===== src/rtl/bpsk_rx_ctrl.sv =====
// bpsk_rx_ctrl
//   Sequencer for the BPSK demodulator datapath. Generates the per-period sample
//   index and the demodulator enable, tracks bit and word boundaries, and captures
//   each demodulated word into a 2-entry FIFO with a valid/ready interface. Runs
//   frame_len words per accepted start, then pulses done.
//
//   Optional feature macro: BPSK_SYNC_EN. When defined, a frame starts in HUNT
//   and discards captured words until one equals SYNC_WORD. That sync word is
//   also discarded, and counting starts at the next word boundary.
//
// Ports
//   clk        clock
//   rst        asynchronous reset, active low
//   start      1-cycle frame request (ignored while busy or with abort)
//   abort      terminate the current frame and flush the buffer
//   frame_len  words per frame, sampled on an accepted start
//   demod_q    demodulator word, valid 1 cycle after a word boundary
//   demod_en   demodulator / sine LUT enable
//   cnt_out    sample index within the carrier period
//   rx_data    head of the output buffer (0 when empty)
//   rx_valid   output buffer non-empty
//   rx_ready   consumer accepts rx_data when rx_valid & rx_ready
//   busy       controller not idle
//   done       1-cycle pulse at end of frame
//   overflow   sticky; a word was dropped on a full buffer
//
// state | meaning
// IDLE  | waiting for start, counters held at 0
// HUNT  | demod running, searching for SYNC_WORD (BPSK_SYNC_EN only)
// RUN   | demod running, words counted and buffered
// DRAIN | demod stopped, waiting for last capture and empty buffer
module bpsk_rx_ctrl #(
  parameter int SAMPLE_NUMBER = 256,
  parameter int DATA_WIDTH = 12,
  parameter int LEN_WIDTH = 16,
  parameter logic [DATA_WIDTH-1:0] SYNC_WORD = 12'hA5A
) (
  input  logic                             clk,
  input  logic                             rst,
  input  logic                             start,
  input  logic                             abort,
  input  logic [LEN_WIDTH-1:0]             frame_len,
  input  logic [DATA_WIDTH-1:0]            demod_q,
  output logic                             demod_en,
  output logic [$clog2(SAMPLE_NUMBER)-1:0] cnt_out,
  output logic [DATA_WIDTH-1:0]            rx_data,
  output logic                             rx_valid,
  input  logic                             rx_ready,
  output logic                             busy,
  output logic                             done,
  output logic                             overflow
);

  localparam int CW = $clog2(SAMPLE_NUMBER);
  localparam int BW = (DATA_WIDTH > 1) ? $clog2(DATA_WIDTH) : 1;
  localparam logic [CW-1:0] CNT_MAX = CW'(SAMPLE_NUMBER - 1);
  localparam logic [BW-1:0] BIT_MAX = BW'(DATA_WIDTH - 1);

  localparam logic [1:0] S_IDLE  = 2'd0;
  localparam logic [1:0] S_RUN   = 2'd2;
  localparam logic [1:0] S_DRAIN = 2'd3;
`ifdef BPSK_SYNC_EN
  localparam logic [1:0] S_HUNT  = 2'd1;
  localparam logic [1:0] S_FIRST = S_HUNT;
`else
  localparam logic [1:0] S_FIRST = S_RUN;
`endif

  logic [1:0]            state;
  logic [BW-1:0]         bit_cnt;
  logic [LEN_WIDTH-1:0]  word_cnt;
  logic [LEN_WIDTH-1:0]  frame_len_q;
  logic                  cap_pend;
  logic [DATA_WIDTH-1:0] buf_mem [2];
  logic                  wr_ptr;
  logic                  rd_ptr;
  logic [1:0]            count;

  logic active;
  logic boundary;
  logic last_word;
  logic pop;
  logic push_req;
  logic push;
  logic drop;
  logic full;
  logic drained;
`ifdef BPSK_SYNC_EN
  logic sync_hit;
`endif

  always_comb begin
    active = (state == S_RUN);
`ifdef BPSK_SYNC_EN
    if (state == S_HUNT) active = 1'b1;
`endif
  end

  assign boundary  = active && (cnt_out == CNT_MAX) && (bit_cnt == BIT_MAX);
  assign last_word = (word_cnt == frame_len_q - LEN_WIDTH'(1));
  assign rx_valid  = (count != 2'd0);
  assign rx_data   = rx_valid ? buf_mem[rd_ptr] : '0;
  assign pop       = rx_valid && rx_ready;
  assign full      = (count == 2'd2);

  // The capture strobe trails the boundary by one cycle, so the final word of a
  // frame is captured while the state is already DRAIN.
`ifdef BPSK_SYNC_EN
  assign push_req = cap_pend && (state != S_HUNT);
  assign sync_hit = cap_pend && (state == S_HUNT) && (demod_q == SYNC_WORD);
`else
  assign push_req = cap_pend;
`endif
  assign push    = push_req && (!full || pop);
  assign drop    = push_req && full && !pop;
  // Finish once the buffer will be empty after this cycle's pop.
  assign drained = !cap_pend && ((count == 2'd0) || ((count == 2'd1) && pop));

  assign demod_en = active;
  assign busy     = (state != S_IDLE);

  always_ff @(posedge clk or negedge rst) begin
    if (!rst) begin
      state       <= S_IDLE;
      cnt_out     <= '0;
      bit_cnt     <= '0;
      word_cnt    <= '0;
      frame_len_q <= '0;
      cap_pend    <= 1'b0;
      buf_mem[0]  <= '0;
      buf_mem[1]  <= '0;
      wr_ptr      <= 1'b0;
      rd_ptr      <= 1'b0;
      count       <= 2'd0;
      done        <= 1'b0;
      overflow    <= 1'b0;
    end else if (abort) begin
      state    <= S_IDLE;
      cnt_out  <= '0;
      bit_cnt  <= '0;
      word_cnt <= '0;
      cap_pend <= 1'b0;
      wr_ptr   <= 1'b0;
      rd_ptr   <= 1'b0;
      count    <= 2'd0;
      done     <= 1'b0;
    end else begin
      done     <= 1'b0;
      cap_pend <= boundary;

      if (active) begin
        if (cnt_out == CNT_MAX) begin
          cnt_out <= '0;
          bit_cnt <= (bit_cnt == BIT_MAX) ? '0 : bit_cnt + 1'b1;
        end else begin
          cnt_out <= cnt_out + 1'b1;
        end
      end

      case (state)
        S_IDLE: begin
          if (start) begin
            frame_len_q <= frame_len;
            overflow    <= 1'b0;
            word_cnt    <= '0;
            cnt_out     <= '0;
            bit_cnt     <= '0;
            if (frame_len == '0) done <= 1'b1;
            else state <= S_FIRST;
          end
        end
`ifdef BPSK_SYNC_EN
        S_HUNT: begin
          // Sample/bit counters keep running across the HUNT -> RUN switch.
          if (sync_hit) begin
            state    <= S_RUN;
            word_cnt <= '0;
          end
        end
`endif
        S_RUN: begin
          if (boundary) begin
            word_cnt <= word_cnt + 1'b1;
            if (last_word) begin
              state   <= S_DRAIN;
              cnt_out <= '0;
              bit_cnt <= '0;
            end
          end
        end
        S_DRAIN: begin
          if (drained) begin
            state <= S_IDLE;
            done  <= 1'b1;
          end
        end
        default: state <= S_IDLE;
      endcase

      if (push) begin
        buf_mem[wr_ptr] <= demod_q;
        wr_ptr          <= ~wr_ptr;
      end
      if (pop) rd_ptr <= ~rd_ptr;
      case ({push, pop})
        2'b10:   count <= count + 2'd1;
        2'b01:   count <= count - 2'd1;
        default: count <= count;
      endcase
      if (drop) overflow <= 1'b1;
    end
  end

endmodule


===== config.mk =====
export PLATFORM = sky130hd
export DESIGN_NAME = bpsk_rx_ctrl
export DESIGN_NICKNAME = d
export VERILOG_FILES = /design/src/rtl/bpsk_rx_ctrl.sv
export SDC_FILE = /design/constraint.sdc
export NUM_CORES = 1
export LEC_CHECK = 0
export CAP_MARGIN = 20
export CORE_UTILIZATION = 50
export DETAILED_ROUTE_END_ITERATION = 6
export PLACE_DENSITY = 0.76
export SETUP_SLACK_MARGIN = 0.1
export SYNTH_ARGS = -nofsm -noshare
export SYNTH_HDL_FRONTEND = slang
export SYNTH_SLANG_ARGS = --single-unit

===== constraint.sdc =====
create_clock -name clk -period 2.5 [get_ports clk]
set_input_delay 0.25 -clock clk [delete_from_list [all_inputs] [get_ports clk]]
set_output_delay 0.25 -clock clk [all_outputs]
set_load 0.05 [all_outputs]

==> reports/qor.csv, run 1 <==
metric,value,unit
grt_max_degree,41,
holdWs,0.4236,ns
core-area,8299,um^2
syn_area,4348,um^2
fmax,414.9,MHz
gp_congestion,0.8909,
synthToLayoutAreaGrowth,27.71,%
grt_pass1_wl,16.54,mm
placed_cell_area,5204,um^2
cap_viol_max_count,0,
yosys_warnings,0,
layout_common_cells,"dfrtp_1, nor2_1, clkdlybuf4s50_1",
worst_hold_path_type,in -> async,
n_antenna_cell,0,
die_w,95.25,um
p_seq_share,39.9,%
cts_max_level,3,
portBuffers,57,
wirelength,10.15,mm
layoutNonFillerInstCount,618,
grt_pass1_vias,3471,
status,"complete, no violations",
synth_cells,427,
wl_per_cell,16.42,um
cp.arrival,2.65,ns
peakVddDrop,0.5559,mV
cts_root_buf,clkbuf_8,
fin_area,5553,um^2
final_common_cell,dfrtp_1,
hold_violations,0,
dr.pass1.iters,4,
synth_area_leader_cell,dfrtp_1,
initial_core_util,52.39,%
leakagePower,2.352,nW
cts_buffers,9,
rsz0062_at_grt,yes,
clkSlewWorstSetupHoldPaths,0.09,ns
drv_slew,0,
finalClockSkew,0.008437,ns
cts_tree,yes,
die_h,95.25,um
grt_usage,23.77,%
ios,58,
ys.flop_type,dfrtp_1,
avgSynthCellArea,10.18,um^2
clock_sinks,77,
netlist.area_leader.share,44.32,%
cp-end-kind,register,
design.die.area,9073,um^2
n_fill_cell,659,
netlist_top_cells_area,"dfrtp_1, mux2_2, xnor2_1",
drcViolationCount,0,
p_int,2.411,mW
max_slew.worst_pin.slew,0.5326,ns
synth.yosys.seq_area_share,44.32,%
antenna_found_initial,0,
synthArstFlopShare,100.0,%
nNetsFinal,551,
synth_nets,470,
rows,33,
clockBufferDepth,2,
period_needed,2.410,ns
dp_hpwl,7.426,mm
antenna_left,0,
grt.overflow.total,0,
route.vias.total,3553,
max_slew_margin,64.38,%
netSwitchingFraction,35.05,%
cp-startpoint,frame_len_q[5],
dp.cells,597,
required,2.74,ns
p_comb_share,33.4,%
path_class,reg -> reg,
synth_cell_types,57,
switchingPower,1.301,mW
synth_edf_count,0,
fin_crit_sh,96.42,%
startpoint_type,register,
via_per_inst,5.749,
clkPwrFrac,26.6,%
synth-seq-cells,77,
powerDensity,668.5,nW/um^2
first_iter_violations,273,
clock_latency,0.35,ns
crit_fanout,6,
regToRegStartpoint,frame_len_q[5],
finalSetupTns,0,ns
drive_gt1_share,21.44,%
finalSetupViolations,0,
[layer usage]
layer / routed length (um) / global-route usage (%)
met1: 4305 / 31.23
met2: 4998 / 38.87
met3: 637 / 6.459
met4: 204 / 5.934
met5: 0 / 0
[worst max-delay path: stages (launching register included)]
cell     delay [ns]
dfrtp_1        0.39
or4_4          0.60
nor3_4         0.14
xnor2_1        0.10
nor4_2         0.37
nand4_4        0.22
o21a_1         0.23
a221o_1        0.25
[cells by family after synthesis]
group                      after synthesis  synth area share (%)
and+or+nand+nor                        154                 18.68
DFF                                     77                 44.32
AOI/OAI and AO/OA                       56                 8.720
muxes                                   56                 14.07
xor gates and xnor gates                41                 8.259
buffers and inverters                   33                 3.079
adders and majority gates               10                 2.878
[timing repair]
action,4_1_cts,5_1_grt
hold buffers,1,0
buffers inserted,0,4
resized for setup,12,21
hold endpoints to repair,38,0
pin swaps,0,7
setup endpoints to repair,12,10
[cells in the mapped netlist (all sizes together), types with 4 or more instances]
cell type,instances
a22oi,4
xnor2,26
nand2,21
o21ai,13
or3,11
nand3,6
a211oi,9
nor3,15
mux2,41
mux2i,15
xor2,15
nand4,14
nor2,57
dfrtp,77
ha,10
inv,13
nor4,10
a21oi,12
clkbuf,14
buf,6
[final cells by class]
type | instances | area [um^2] | share of cell area [%]
inverters | 13 | 52.55 | 0.9464
flip-flops and latches | 77 | 1931 | 34.77
well taps | 105 | 131.4 | 2.366
multi-input cells | 317 | 2409 | 43.38
clock buffers | 10 | 137.6 | 2.479
clock inverters | 6 | 70.07 | 1.262
repair buffers | 90 | 822.0 | 14.80
[registers in the layout, indices dropped and copies added, names as in the netlist, 2 cells and up]
name	count
word_cnt	16
count	2
state	2
bit_cnt	4
frame_len_q	16
cnt_out	8
buf_mem	24
[worst paths after layout]
check	endpoint	slack, ns	cells after the start
worst min-delay path	buf_mem[12]	0.42	2
worst max register to register	state[1]	0.09	7
min in group clk	overflow	0.49	2
worst max-delay path	state[1]	0.09	7
max in group asynchronous	buf_mem[19]	1.38	3
worst min register to register	overflow	0.49	2
[metrics by stage]
stage	setup WS [ns]	power (mW)	utilization, %
CTS	0.1096	3.575	65.14
detailed placement	0.1209	2.590	62.70
floorplan	0.09462	2.224	-
global route	0.03472	3.899	66.91
global placement	0.1890	2.568	62.70
finish	0.08951	3.712	66.91
[power by group through the flow]
| stage | logic (mW) | registers, mW | clock network (mW) |
|---|---|---|---|
| 2_1_floorplan | 0.733 | 1.49 | 0 |
| 3_3_place_gp | 1.08 | 1.49 | 0 |
| 3_5_place_dp | 1.09 | 1.50 | 0 |
| 4_1_cts | 1.09 | 1.48 | 1.01 |
| 5_1_grt | 1.34 | 1.50 | 1.06 |
| 6_report | 1.24 | 1.48 | 0.989 |
(Power assumes the default switching activity.)
==> run 2: changes to the inputs <==
--- a/config.mk
+++ b/config.mk
@@ -9,6 +9,7 @@
 export CORE_UTILIZATION = 50
 export DETAILED_ROUTE_END_ITERATION = 6
 export PLACE_DENSITY = 0.76
+export RECOVER_POWER = 100
 export SETUP_SLACK_MARGIN = 0.1
 export SYNTH_ARGS = -nofsm -noshare
 export SYNTH_HDL_FRONTEND = slang
==> reports/qor.csv, run 2 (synthesis results as in run 1) <==
metric,value,unit,change
status,"complete, no violations",,
wl_per_cell,16.48,um,+0.40%
antenna_left,0,,unchanged
peakVddDrop,0.5572,mV,+0.22%
drv_slew,0,,unchanged
layoutNonFillerInstCount,618,,unchanged
period_needed,2.387,ns,-0.02333 ns
largest_register_ffs,24,,unchanged
clkSlewWorstSetupHoldPaths,0.08,ns,about the same
rr_worst_depth,7,,unchanged
worstHoldStart,overflow,,
dp_hpwl,7.426,mm,unchanged
finalSetupViolations,0,,unchanged
grt.overflow.total,0,,unchanged
fin_crit_sh,95.49,%,-0.93 points
layout_common_cells,"dfrtp_1, nor2_1, mux2_2",,
n_fill_cell,668,,+1.4%
drive_gt1_share,20.47,%,-0.97 points
n_antenna_cell,0,,unchanged
die_h,95.25,um,unchanged
powerDensity,670.4,nW/um^2,+0.28%
max_slew.worst_pin.slew,1.008,ns,+0.4758 ns
leakagePower,2.360,nW,+0.35%
clockBufferDepth,2,,unchanged
cap_viol_max_count,0,,unchanged
startpoint_type,register,,
rsz0062_at_grt,yes,,
dp.cells,597,,unchanged
regMostFlops,buf_mem,,
cts_root_buf,clkbuf_8,,
finalClockSkew,0.009915,ns,+0.001478 ns
cts_buffers,9,,unchanged
hold_depth,2,,
grt_usage,23.77,%,unchanged
p_comb_share,33.1,%,-0.3 points
wirelength,10.19,mm,+0.40%
grt_pass1_wl,16.54,mm,unchanged
cp.arrival,2.62,ns,-0.03 ns
grt_pass1_vias,3471,,unchanged
required,2.74,ns,about the same
clock_sinks,77,,unchanged
final_common_cell,dfrtp_1,,
cts_max_level,3,,unchanged
cp-end-kind,register,,
cts_tree,yes,,
nNetsFinal,551,,unchanged
antenna_found_initial,0,,unchanged
die_w,95.25,um,unchanged
path_class,reg -> reg,,
netSwitchingFraction,35.13,%,+0.080 points
design.die.area,9073,um^2,unchanged
post-place-ws,0.1209,ns,unchanged
fmax,418.9,MHz,+0.98%
synthToLayoutAreaGrowth,26.73,%,
clkPwrFrac,26.8,%,+0.2 points
clock_latency,0.35,ns,about the same
rows,33,,unchanged
first_iter_violations,239,,-12%
gp_congestion,0.8909,,unchanged
ios,58,,unchanged
max_slew_margin,32.77,%,-32 points
cp-startpoint,frame_len_q[5],,
switchingPower,1.298,mW,-0.26%
core-area,8299,um^2,unchanged
crit_fanout,6,,unchanged
largest_registers,"buf_mem (24), frame_len_q (16), word_cnt (16)",,
drcViolationCount,0,,unchanged
finalSetupTns,0,ns,unchanged
initial_core_util,52.39,%,unchanged
worst_hold_path_type,reg -> reg,,
route.vias.total,3565,,+0.34%
via_per_inst,5.769,,+0.34%
dr.pass1.iters,5,,+1
regToRegStartpoint,frame_len_q[5],,
grt_max_degree,41,,unchanged
setup_ws,0.1128,ns,+0.02333 ns
p_seq_share,40.1,%,+0.2 points
portBuffers,57,,unchanged
hold_violations,0,,unchanged
p_int,2.396,mW,-0.61%
## run 2: cell types whose count changed in the layout (fill, tap and decap cells not counted), moves of 4 or more
cell,before,now
dlygate4sd3_1,1,13
clkdlybuf4s50_1,43,31
clkbuf_2,0,4
clkbuf_1,0,4
buf_4,31,24
## run 2: per-stage QoR
step                area [um^2]  hold slack, ns  power [mW]  utilization, %
finish                     5510          0.4804       3.694           66.40
global route               5510          0.5107       3.881           66.40
CTS                        5406          0.4201       3.575           65.14
detailed placement         5204          0.2553       2.590           62.70
global placement           5204          0.2487       2.568           62.70
floorplan                  4378        -0.04559       2.224               -
## run 2: power by group through the flow
stage	logic [mW]	registers, mW	clock network [mW]
CTS	1.09	1.48	1.01
floorplan	0.733	1.49	0
global placement	1.08	1.49	0
detailed placement	1.09	1.50	0
finish	1.22	1.48	0.990
global route	1.32	1.50	1.06
## run 2: worst paths after layout
kind | end | slack [ns]
worst min register to register | overflow | 0.48
worst max-delay path | state[1] | 0.11
worst min-delay path | overflow | 0.48
worst max register to register | state[1] | 0.11
min in group asynchronous | buf_mem[0] | 0.61
max in group asynchronous | cnt_out[0] | 0.46
## run 2: per-layer routing
metal | track usage (%) | vias up | routed length [um]
met5 | 0 | - | 0
met4 | 5.934 | 0 | 165
met3 | 6.459 | 13 | 613
met2 | 38.87 | 108 | 5061
met1 | 31.23 | 1755 | 4346
li1 | - | 1689 | -
## run 2: cell type report
class,count,area (um^2),area share (%)
inverter,13,52.55,0.9537
multi-input combinational,317,2396,43.48
sequential,77,1931,35.04
clock buffer,10,137.6,2.498
timing repair buffer,90,792.0,14.37
clock inverter,6,70.07,1.272
tap,105,131.4,2.384
## run 2: worst max-delay path, cell delays in order (launching register included)
cell,delay [ns]
dfrtp_1,0.39
or4_4,0.60
nor3_4,0.14
xnor2_1,0.10
nor4_2,0.37
nand4_4,0.21
o21a_1,0.22
a221o_1,0.25
## run 2: what timing repair did
action,4_1_cts,5_1_grt
pin swaps,0,7
endpoints found under the hold margin,38,0
endpoints found under the setup margin,12,10
hold buffers,1,0
buffers inserted,0,4
resized for setup,12,21
==> run 3: changes to the inputs <==
--- a/config.mk
+++ b/config.mk
@@ -8,7 +8,7 @@
 export CAP_MARGIN = 20
 export CORE_UTILIZATION = 50
 export DETAILED_ROUTE_END_ITERATION = 6
-export PLACE_DENSITY = 0.76
+export PLACE_DENSITY = 0.78
 export RECOVER_POWER = 100
 export SETUP_SLACK_MARGIN = 0.1
 export SYNTH_ARGS = -nofsm -noshare
==> reports/qor.csv, run 3 (synthesis results as in run 1) <==
metric,value,unit,change
rsz0062_at_grt,yes,,
core-area,8299,um^2,unchanged
synthToLayoutAreaGrowth,26.76,%,about the same
p_comb_share,30.7,%,-2.4 points
cp.arrival,2.71,ns,+0.09 ns
switchingPower,1.256,mW,-3.2%
p_int,2.547,mW,+6.3%
final_core_util,66.41,%,about the same
grt_usage,23.75,%,about the same
grt.overflow.total,0,,unchanged
cp-end-kind,register,,
startpoint_type,register,,
period_needed,2.404,ns,+0.01727 ns
crit_fanout,6,,unchanged
netSwitchingFraction,33.02,%,-2.1 points
n_antenna_cell,0,,unchanged
max_stage_delay,0.61,ns,about the same
finalSetupTns,0,ns,unchanged
clock_sinks,77,,unchanged
peakVddDrop,0.3790,mV,-32%
final_common_cell,dfrtp_1,,
grt_max_degree,50,,+22%
clkSlewWorstSetupHoldPaths,0.09,ns,about the same
wirelength,10.09,mm,-0.98%
path_class,reg -> reg,,
finalClockSkew,0.01703,ns,+0.007112 ns
n_fill_cell,640,,-4.2%
drv_slew,0,,unchanged
fin_crit_sh,96.18,%,+0.69 points
powerDensity,690.0,nW/um^2,+2.9%
antenna_left,0,,unchanged
p_seq_share,39.1,%,-1.0 points
clock_latency,0.36,ns,about the same
dp_hpwl,7.249,mm,-2.4%
route.vias.total,3514,,-1.4%
cts_buffers,9,,unchanged
largest_register_ffs,24,,unchanged
layout_common_cells,"dfrtp_1, nor2_1, mux2_2",,
cts_tree,yes,,
status,"complete, no violations",,
portBuffers,57,,unchanged
path_cells,or4_4 > nor3_4 > xnor2_1 > nor4_2 > nand4_4 > o21ai_2 > a221o_1,,
ios,58,,unchanged
rows,33,,unchanged
cts_root_buf,clkbuf_8,,
worst_hold_path_type,reg -> reg,,
drive_gt1_share,19.84,%,-0.63 points
dr.pass1.iters,4,,-1
cts_max_level,3,,unchanged
die_w,95.25,um,unchanged
grt_pass1_vias,3475,,+0.12%
max_slew.worst_pin.slew,1.233,ns,+0.2249 ns
finalSetupViolations,0,,unchanged
leakagePower,2.373,nW,+0.54%
hold_violations,0,,unchanged
nNetsFinal,548,,-0.54%
crit_slowest_cell,or4_4,,
die_h,95.25,um,unchanged
gp_congestion,0.8651,,-2.9%
first_iter_violations,181,,-24%
via_per_inst,5.723,,-0.79%
largest_registers,"buf_mem (24), frame_len_q (16), word_cnt (16)",,
regMostFlops,buf_mem,,
grt_pass1_wl,16.46,mm,-0.50%
required,2.80,ns,+0.06 ns
max_slew_margin,17.78,%,-15 points
clkPwrFrac,30.2,%,+3.4 points
wl_per_cell,16.43,um,-0.34%
antenna_found_initial,0,,unchanged
cap_viol_max_count,0,,unchanged
fmax,415.9,MHz,-0.72%
clockBufferDepth,2,,unchanged
initial_core_util,52.39,%,unchanged
design.die.area,9073,um^2,unchanged
drcViolationCount,0,,unchanged
[run 3: cell types whose count changed in the layout (fill, tap and decap cells not counted), moves of 2 or more]
cell | before | now
clkinvlp_4 | 4 | 2
inv_2 | 3 | 1
inv_6 | 2 | 0
bufinv_16 | 1 | 3
inv_1 | 9 | 11
ha_4 | 2 | 0
[run 3: cell type report]
| type | count | area (um^2) | area share [%] |
|---|---|---|---|
| Multi-Input combinational cell | 317 | 2399 | 43.52 |
| Sequential cell | 77 | 1929 | 35.01 |
| Timing Repair Buffer | 87 | 760.7 | 13.80 |
| Clock buffer | 11 | 141.4 | 2.565 |
| Tap cell | 105 | 131.4 | 2.384 |
| Clock inverter | 4 | 97.59 | 1.771 |
| Inverter | 13 | 52.55 | 0.9535 |
[run 3: repair_timing]
item                                    4_1_cts  5_1_grt
setup buffers                                 0        3
endpoints found under the setup margin       12        8
hold buffers                                  1        0
gates resized for setup                      12       20
cloned                                        0        0
pin swaps                                     0        8
hold endpoints to repair                     48        0
[run 3: critical path: cells and delay by family, from the launching register on]
kind	cells	cell delay, ns
compound gates	2	0.53
simple gates	4	1.31
xor+xnor	1	0.12
flops	1	0.39
[run 3: per-layer routing]
metal	part of all wire (%)	track usage [%]	vias up
met4	1.4	7.702	0
met1	43	30.40	1727
met3	5.4	5.821	15
met2	50	39.40	89
met5	0	0	-
li1	-	-	1683
[run 3: path summary, 6_finish.rpt]
path	startpoint	to	slack, ns	depth (start not counted)
max	frame_len_q[5]	state[1]	0.1	7
min	buf_mem[18]	buf_mem[18]	0.49	1
max reg2reg	frame_len_q[5]	state[1]	0.1	7
min reg2reg	buf_mem[18]	buf_mem[18]	0.49	1
max in group asynchronous	rst	frame_len_q[4]	0.42	3
min in group asynchronous	rst	buf_mem[11]	0.69	2
[run 3: metrics by stage]
stage	power [mW]	setup slack [ns]	area [um^2]	hold slack (ns)	std cells
floorplan	2.224	0.09462	4378	-0.04559	427
finish	3.803	0.09557	5512	0.4877	614
detailed placement	2.587	0.1451	5201	0.3159	595
global placement	2.566	0.2239	5201	0.3081	595
global route	3.975	-0.003957	5512	0.5007	614
CTS	3.732	0.1194	5435	0.4764	611
[run 3: power groups by stage]
stage          clock network (mW)  logic [mW]  registers (mW)
2_1_floorplan                   0       0.733            1.49
3_3_place_gp                    0        1.07            1.49
3_5_place_dp                    0        1.09            1.50
5_1_grt                      1.21        1.27            1.50
4_1_cts                      1.16        1.10            1.47
6_report                     1.15        1.17            1.49
